<file path="src/rtl/vga_line_fetch.sv">
// Line prefetcher: on a request from the VGA driver, burst-reads one display line
// from SDRAM and writes it into ping-pong line buffer A or B.
module vga_line_fetch #(
  parameter int                BURST_LEN = 128,
  parameter int                ADDR_W    = 26,
  parameter logic [ADDR_W-1:0] BASE_ADDR = '0
) (
  input  logic              sys_clk,
  input  logic              sys_rst,
  input  logic              vga_mode,
  input  logic              read_line_req,
  input  logic              read_line_A_B,
  input  logic [15:0]       read_line_addr,
  output logic              mem_rd_req,
  output logic [ADDR_W-1:0] mem_rd_addr,
  output logic [7:0]        mem_rd_len,
  input  logic              mem_rd_ack,
  input  logic              mem_rd_valid,
  input  logic [15:0]       mem_rd_data,
  output logic              buf_wr_en,
  output logic              buf_wr_sel,
  output logic [9:0]        buf_wr_addr,
  output logic [15:0]       buf_wr_data,
  output logic              busy,
  output logic              line_done,
  output logic [7:0]        overrun_cnt
);

  localparam int NB640  = 640 / BURST_LEN;
  localparam int NB1024 = 1024 / BURST_LEN;

  typedef enum logic [1:0] {S_IDLE, S_REQ, S_DATA, S_DONE} state_t;

  state_t r_state, w_nstate;

  logic              r_s1, r_s2, r_s3, r_start;
  logic              r_sel, r_mode;
  logic [15:0]       r_line;
  logic [10:0]       r_bidx;
  logic [7:0]        r_beat;
  logic [9:0]        r_wr_idx;
  logic              r_p_vld, r_p_sel, r_p_mode;
  logic [15:0]       r_p_line;
  logic              r_abort;
  logic              r_mem_rd_req;
  logic [ADDR_W-1:0] r_mem_rd_addr;
  logic              r_buf_wr_en, r_buf_wr_sel;
  logic [9:0]        r_buf_wr_addr;
  logic [15:0]       r_buf_wr_data;
  logic              r_line_done;
  logic [7:0]        r_ovr;

  logic              w_start, w_ovr, w_ld, w_binc, w_beat_wr;
  logic              w_last_beat, w_last_burst;
  logic              w_src_sel, w_src_mode;
  logic [15:0]       w_src_line, w_line_nx;
  logic [10:0]       w_bidx_nx;
  logic [ADDR_W:0]   w_sum;

  assign w_start      = r_s2 & ~r_s3;
  assign w_ovr        = r_start & (r_state != S_IDLE);
  assign w_beat_wr    = (r_state == S_DATA) & mem_rd_valid;
  assign w_last_beat  = (r_beat == 8'(BURST_LEN - 1));
  assign w_last_burst = (r_bidx == (r_mode ? 11'(NB1024 - 1) : 11'(NB640 - 1)));

  // A request arriving in the same cycle as DONE is newer than any pending one.
  assign w_src_sel  = r_start ? read_line_A_B  : r_p_sel;
  assign w_src_mode = r_start ? vga_mode       : r_p_mode;
  assign w_src_line = r_start ? read_line_addr : r_p_line;

  always_comb begin
    w_nstate = r_state;
    w_ld     = 1'b0;
    w_binc   = 1'b0;
    case (r_state)
      S_IDLE: if (r_start) begin
        w_ld     = 1'b1;
        w_nstate = S_REQ;
      end
      S_REQ:  if (mem_rd_ack) w_nstate = S_DATA;
      S_DATA: if (mem_rd_valid && w_last_beat) begin
        if (w_last_burst || r_abort) w_nstate = S_DONE;
        else begin
          w_binc   = 1'b1;
          w_nstate = S_REQ;
        end
      end
      S_DONE: begin
        if (r_p_vld || r_start) begin
          w_ld     = 1'b1;
          w_nstate = S_REQ;
        end else w_nstate = S_IDLE;
      end
      default: w_nstate = S_IDLE;
    endcase
  end

  // Address of the burst about to be requested, from the post-edge line/burst index.
  assign w_line_nx = w_ld ? w_src_line : r_line;
  assign w_bidx_nx = w_ld ? 11'd0 : (w_binc ? r_bidx + 11'd1 : r_bidx);
  assign w_sum = (ADDR_W+1)'(BASE_ADDR)
               + (ADDR_W+1)'({w_line_nx, 10'd0})
               + (ADDR_W+1)'(32'(w_bidx_nx) * BURST_LEN);

  always_ff @(posedge sys_clk) begin
    if (sys_rst) begin
      r_s1          <= 1'b0;
      r_s2          <= 1'b0;
      r_s3          <= 1'b0;
      r_start       <= 1'b0;
      r_state       <= S_IDLE;
      r_sel         <= 1'b0;
      r_mode        <= 1'b0;
      r_line        <= '0;
      r_bidx        <= '0;
      r_beat        <= '0;
      r_wr_idx      <= '0;
      r_p_vld       <= 1'b0;
      r_p_sel       <= 1'b0;
      r_p_mode      <= 1'b0;
      r_p_line      <= '0;
      r_abort       <= 1'b0;
      r_mem_rd_req  <= 1'b0;
      r_mem_rd_addr <= '0;
      r_buf_wr_en   <= 1'b0;
      r_buf_wr_sel  <= 1'b0;
      r_buf_wr_addr <= '0;
      r_buf_wr_data <= '0;
      r_line_done   <= 1'b0;
      r_ovr         <= '0;
    end else begin
      r_s1    <= read_line_req;
      r_s2    <= r_s1;
      r_s3    <= r_s2;
      r_start <= w_start;
      r_state <= w_nstate;
      r_bidx  <= w_bidx_nx;

      if (w_ld) begin
        r_sel  <= w_src_sel;
        r_mode <= w_src_mode;
        r_line <= w_src_line;
      end

      if (r_state == S_REQ && mem_rd_ack) r_beat <= '0;
      else if (w_beat_wr)                 r_beat <= r_beat + 8'd1;

      if (w_ld) r_wr_idx <= '0;
      else if (w_beat_wr && !(w_last_beat && w_last_burst)) r_wr_idx <= r_wr_idx + 10'd1;

      if (w_ld) r_p_vld <= 1'b0;
      else if (w_ovr) begin
        r_p_vld  <= 1'b1;
        r_p_sel  <= read_line_A_B;
        r_p_mode <= vga_mode;
        r_p_line <= read_line_addr;
      end

      if (w_ld)       r_abort <= 1'b0;
      else if (w_ovr) r_abort <= 1'b1;

      if (w_ovr && r_ovr != 8'hFF) r_ovr <= r_ovr + 8'd1;

      r_mem_rd_req <= (w_nstate == S_REQ);
      if (w_nstate == S_REQ) r_mem_rd_addr <= w_sum[ADDR_W-1:0];

      r_buf_wr_en <= w_beat_wr;
      if (w_beat_wr) begin
        r_buf_wr_sel  <= r_sel;
        r_buf_wr_addr <= r_wr_idx;
        r_buf_wr_data <= mem_rd_data;
      end

      r_line_done <= (r_state == S_DONE) && !r_abort;
    end
  end

  assign mem_rd_req  = r_mem_rd_req;
  assign mem_rd_addr = r_mem_rd_addr;
  assign mem_rd_len  = 8'(BURST_LEN);
  assign buf_wr_en   = r_buf_wr_en;
  assign buf_wr_sel  = r_buf_wr_sel;
  assign buf_wr_addr = r_buf_wr_addr;
  assign buf_wr_data = r_buf_wr_data;
  assign busy        = (r_state != S_IDLE);
  assign line_done   = r_line_done;
  assign overrun_cnt = r_ovr;

endmodule

</file>
<file path="config.mk">
export PLATFORM = sky130hd
export DESIGN_NAME = vga_line_fetch
export DESIGN_NICKNAME = d
export VERILOG_FILES = /design/src/rtl/vga_line_fetch.sv
export SDC_FILE = /design/constraint.sdc
export NUM_CORES = 1
export LEC_CHECK = 0
export ABC_CLOCK_PERIOD_IN_PS = 7800
export CORE_MARGIN = 1
export CORE_UTILIZATION = 27
export DETAILED_ROUTE_END_ITERATION = 16
export GPL_TIMING_DRIVEN = 1
export PLACE_DENSITY = 0.45
export SYNTH_ARGS = -nofsm -noshare
export SYNTH_HDL_FRONTEND = slang
export SYNTH_SLANG_ARGS = --single-unit
</file>
<file path="constraint.sdc">
create_clock -name sys_clk -period 7.8 [get_ports sys_clk]
set_clock_uncertainty 0.2 [all_clocks]
set_input_delay 1.95 -clock sys_clk [delete_from_list [all_inputs] [get_ports sys_clk]]
set_output_delay 1.95 -clock sys_clk [all_outputs]
set_load 0.02 [all_outputs]
</file>
==> results.py <==
metrics = {
    "placement": {
        "io_buffers": 96,
        "pre_cts_ws_ns": 1.326,
        "routabilityCongestion": 0.7798,
        "dpl_cell_area_um2": 7101,
        "hpwl_mm": 10.84,
    },
    "critical_path": {
        "r2r_start": "r_state[1]",
        "start_kind": "input pin",
        "r2r_cells": 16,
        "cpMaxStageDelayCell": "o311ai_0",
        "crit_start": "mem_rd_valid",
        "critPathCaptureType": "flip-flop",
        "max_stage_delay_ns": 0.51,
        "path_cells": "clkdlybuf4s50_1 > nand2_1 > or3_1 > a211o_2 > or3_1 > xnor2_1 > nand2_1 > inv_1 > ha_1 > a211oi_1 > o21bai_1 > o311ai_0 > nand3_1 > a31oi_1 > o21bai_1 > a311oi_1",
        "arrival_ns": 6.23,
        "required_ns": 7.93,
        "worstSetupPathType": "in -> reg",
        "crit_fanout": 6,
    },
    "sta": {
        "tns_ns": 0,
        "final_max_slew_viol_count": 0,
        "fin_crit_ns": 6.099,
        "rsz0062_at_grt": "false",
        "fmax_mhz": 164.0,
        "slew-limit-headroom_pct": 56.19,
        "layout_setup_ws_ns": 1.701,
        "finalHoldViolCount": 0,
        "worstMarginPinSlew_ns": 0.6571,
        "fin_crit_sh_pct": 78.20,
        "setup_viol": 0,
        "whs_ns": 0.1876,
    },
    "pwr": {
        "powerDensity_nw_per_um2": 243.2,
        "p_leak_uw": 0.002716,
        "ir_drop_uv": 144.3,
    },
    "floorplan": {
        "die_h_um": 150.5,
        "rows": 53,
        "start_util_pct": 27.89,
        "coreArea_um2": 21350,
        "io_pins": 112,
        "die_area_um2": 22650,
        "die_w_um": 150.5,
    },
    "detailed_routing": {
        "ant_nets": 0,
        "dr.pass1.iters": 6,
        "wirelength_mm": 15.24,
        "wl_per_cell_um": 14.09,
        "drc": 0,
        "vias": 5010,
        "vias_per_cell": 4.630,
        "drtIter0Drc": 201,
    },
    "yosys": {
        "ys.warnings.count": 0,
        "netlist_instances": 711,
        "synthesis.area_um2": 5954,
        "synthTopCellsByArea": "dfxtp_1 (43%), nand2_1 (8.6%), a21oi_1 (5.8%)",
        "syn_area_per_cell_um2": 8.375,
        "yosys_register_bits": 129,
        "synth_top_cell_by_area": "dfxtp_1",
        "ys_types": 72,
        "synthArstFlopShare_pct": 0,
        "synth_ff_type": "dfxtp_1",
        "synth.top_cells.by_count": "nand2_1 (136), dfxtp_1 (129), a21oi_1 (69), nor2_1 (69), clkbuf_1 (24)",
        "seq_area_frac_synth_pct": 43.37,
        "synth_edf_count": 0,
        "synth_top_area_share_pct": 43.37,
        "synth.most_common_cell": "nand2_1",
    },
    "cells_and_area": {
        "synthToLayoutAreaGrowth_pct": 29.52,
        "nets": 849,
        "register_area_um2": 2582,
        "stdcell_area_um2": 7712,
        "fillCellCount": 2254,
        "drive_gt1_share_pct": 7.683,
        "multiInputGateArea_um2": 3107,
        "diodes": 0,
    },
    "clock_network": {
        "cts_setup_buffers": 0,
        "clkTransAtPathRegs_ns": 0.06,
        "cts_buffer_depth": 2,
        "cts.root.buffer_cell": "clkbuf_16",
        "cts.sinks": 129,
        "cts_resized": 0,
        "clk-insertion-delay-late_ns": 0.42,
        "cts_hold_buf": 0,
        "cts_tree": "built",
        "cts_buffers": 17,
        "htreeDepth": 4,
    },
    "grt": {
        "overflow": 0,
        "track_usage_pct": 14.16,
        "grt_pass1_vias": 4849,
        "grt_pass1_wl_mm": 24.58,
        "grt_max_degree": 61,
        "antenna_found_initial": 0,
    },
    "worst_hold_path": {
        "min_path_type": "reg -> reg",
        "whs_path_depth": 1,
        "hp-start": "r_s3",
    },
    "outcome": {
        "outcome": "finished clean",
    },
    "job": {
        "maxCapViolCount": 0,
    },
}
[sequential cells by signal (all words and copies together), names as in the netlist, 2 cells and up]
name,count
r_p_line,16
buf_wr_data,16
mem_rd_addr,19
r_line,16
r_state,2
r_beat,8
r_wr_idx,10
overrun_cnt,8
buf_wr_addr,10
r_bidx,11
[through the flow]
stage               utilization (%)  std cells  total power [µW]
finish                        36.12       1082              1876
global route                  36.12       1082              1962
detailed placement            33.25       1050              1064
global placement              33.25       1050              1061
CTS                           36.12       1082              1902
floorplan                         -        724             942.7
[where the power goes]
group	switching, µW	total, µW	internal, µW
logic	223	344	121
clock network	309	828	519
registers	17.5	704	686
[worst paths after layout]
check | endpoint | slack, ns
setup / recovery | mem_rd_addr[19] | 1.70
hold / removal | r_start | 0.19
setup reg to reg | mem_rd_addr[19] | 3.05
hold reg to reg | r_start | 0.19
[critical path: cells and delay by family]
kind                     cells  cell delay, ns
XOR/XNOR                     1            0.14
AND/OR/NAND/NOR              5            1.33
AO/OA/AOI/OAI                7            1.98
adder cells (fa/ha/maj)      1            0.28
buffers and inverters        2            0.56
[routing by layer]
layer | share of wire [%] | vias up | track usage, % | wire length [µm]
met1 | 46 | 2311 | 17.29 | 7011
met3 | 4.7 | 14 | 3.879 | 715
met2 | 48 | 104 | 23.80 | 7354
met5 | 0 | - | 0 | 0
met4 | 1.1 | 0 | 4.798 | 163
li1 | - | 2581 | - | -
[placed cells by master (no fill, tap or decap), drive strengths merged, types with 13 or more instances in the layout]
master,n
mux2i,23
clkbuf,19
nand2,136
ha,15
a21oi,69
o21ai,22
nor2,69
dfxtp,129
nand3,14
xor2,21
conb,15
inv,17
clkdlybuf4s50,95
and2,13
[cell type report]
type / instances / area share [%]
multi-input combinational: 528 / 40.28
inverter: 15 / 0.7300
timing repair buffer: 103 / 13.11
clock inverter: 13 / 2.060
sequential: 129 / 33.48
clock buffer: 19 / 5.873
tap: 275 / 4.461
[logic make-up after synthesis]
family                   count (synthesis)  share of synthesized area, %
multiplexers                            26                         4.434
XOR/XNOR                                33                         4.854
AO/OA/AOI/OAI                          140                         15.30
flip-flops                             129                         43.37
AND/OR/NAND/NOR                        298                         23.16
adder cells (fa/ha/maj)                 16                         3.488
buffers and inverters                   67                         5.274
other                                    2                        0.1261
No activity file was read; power rests on OpenSTA's default activity.
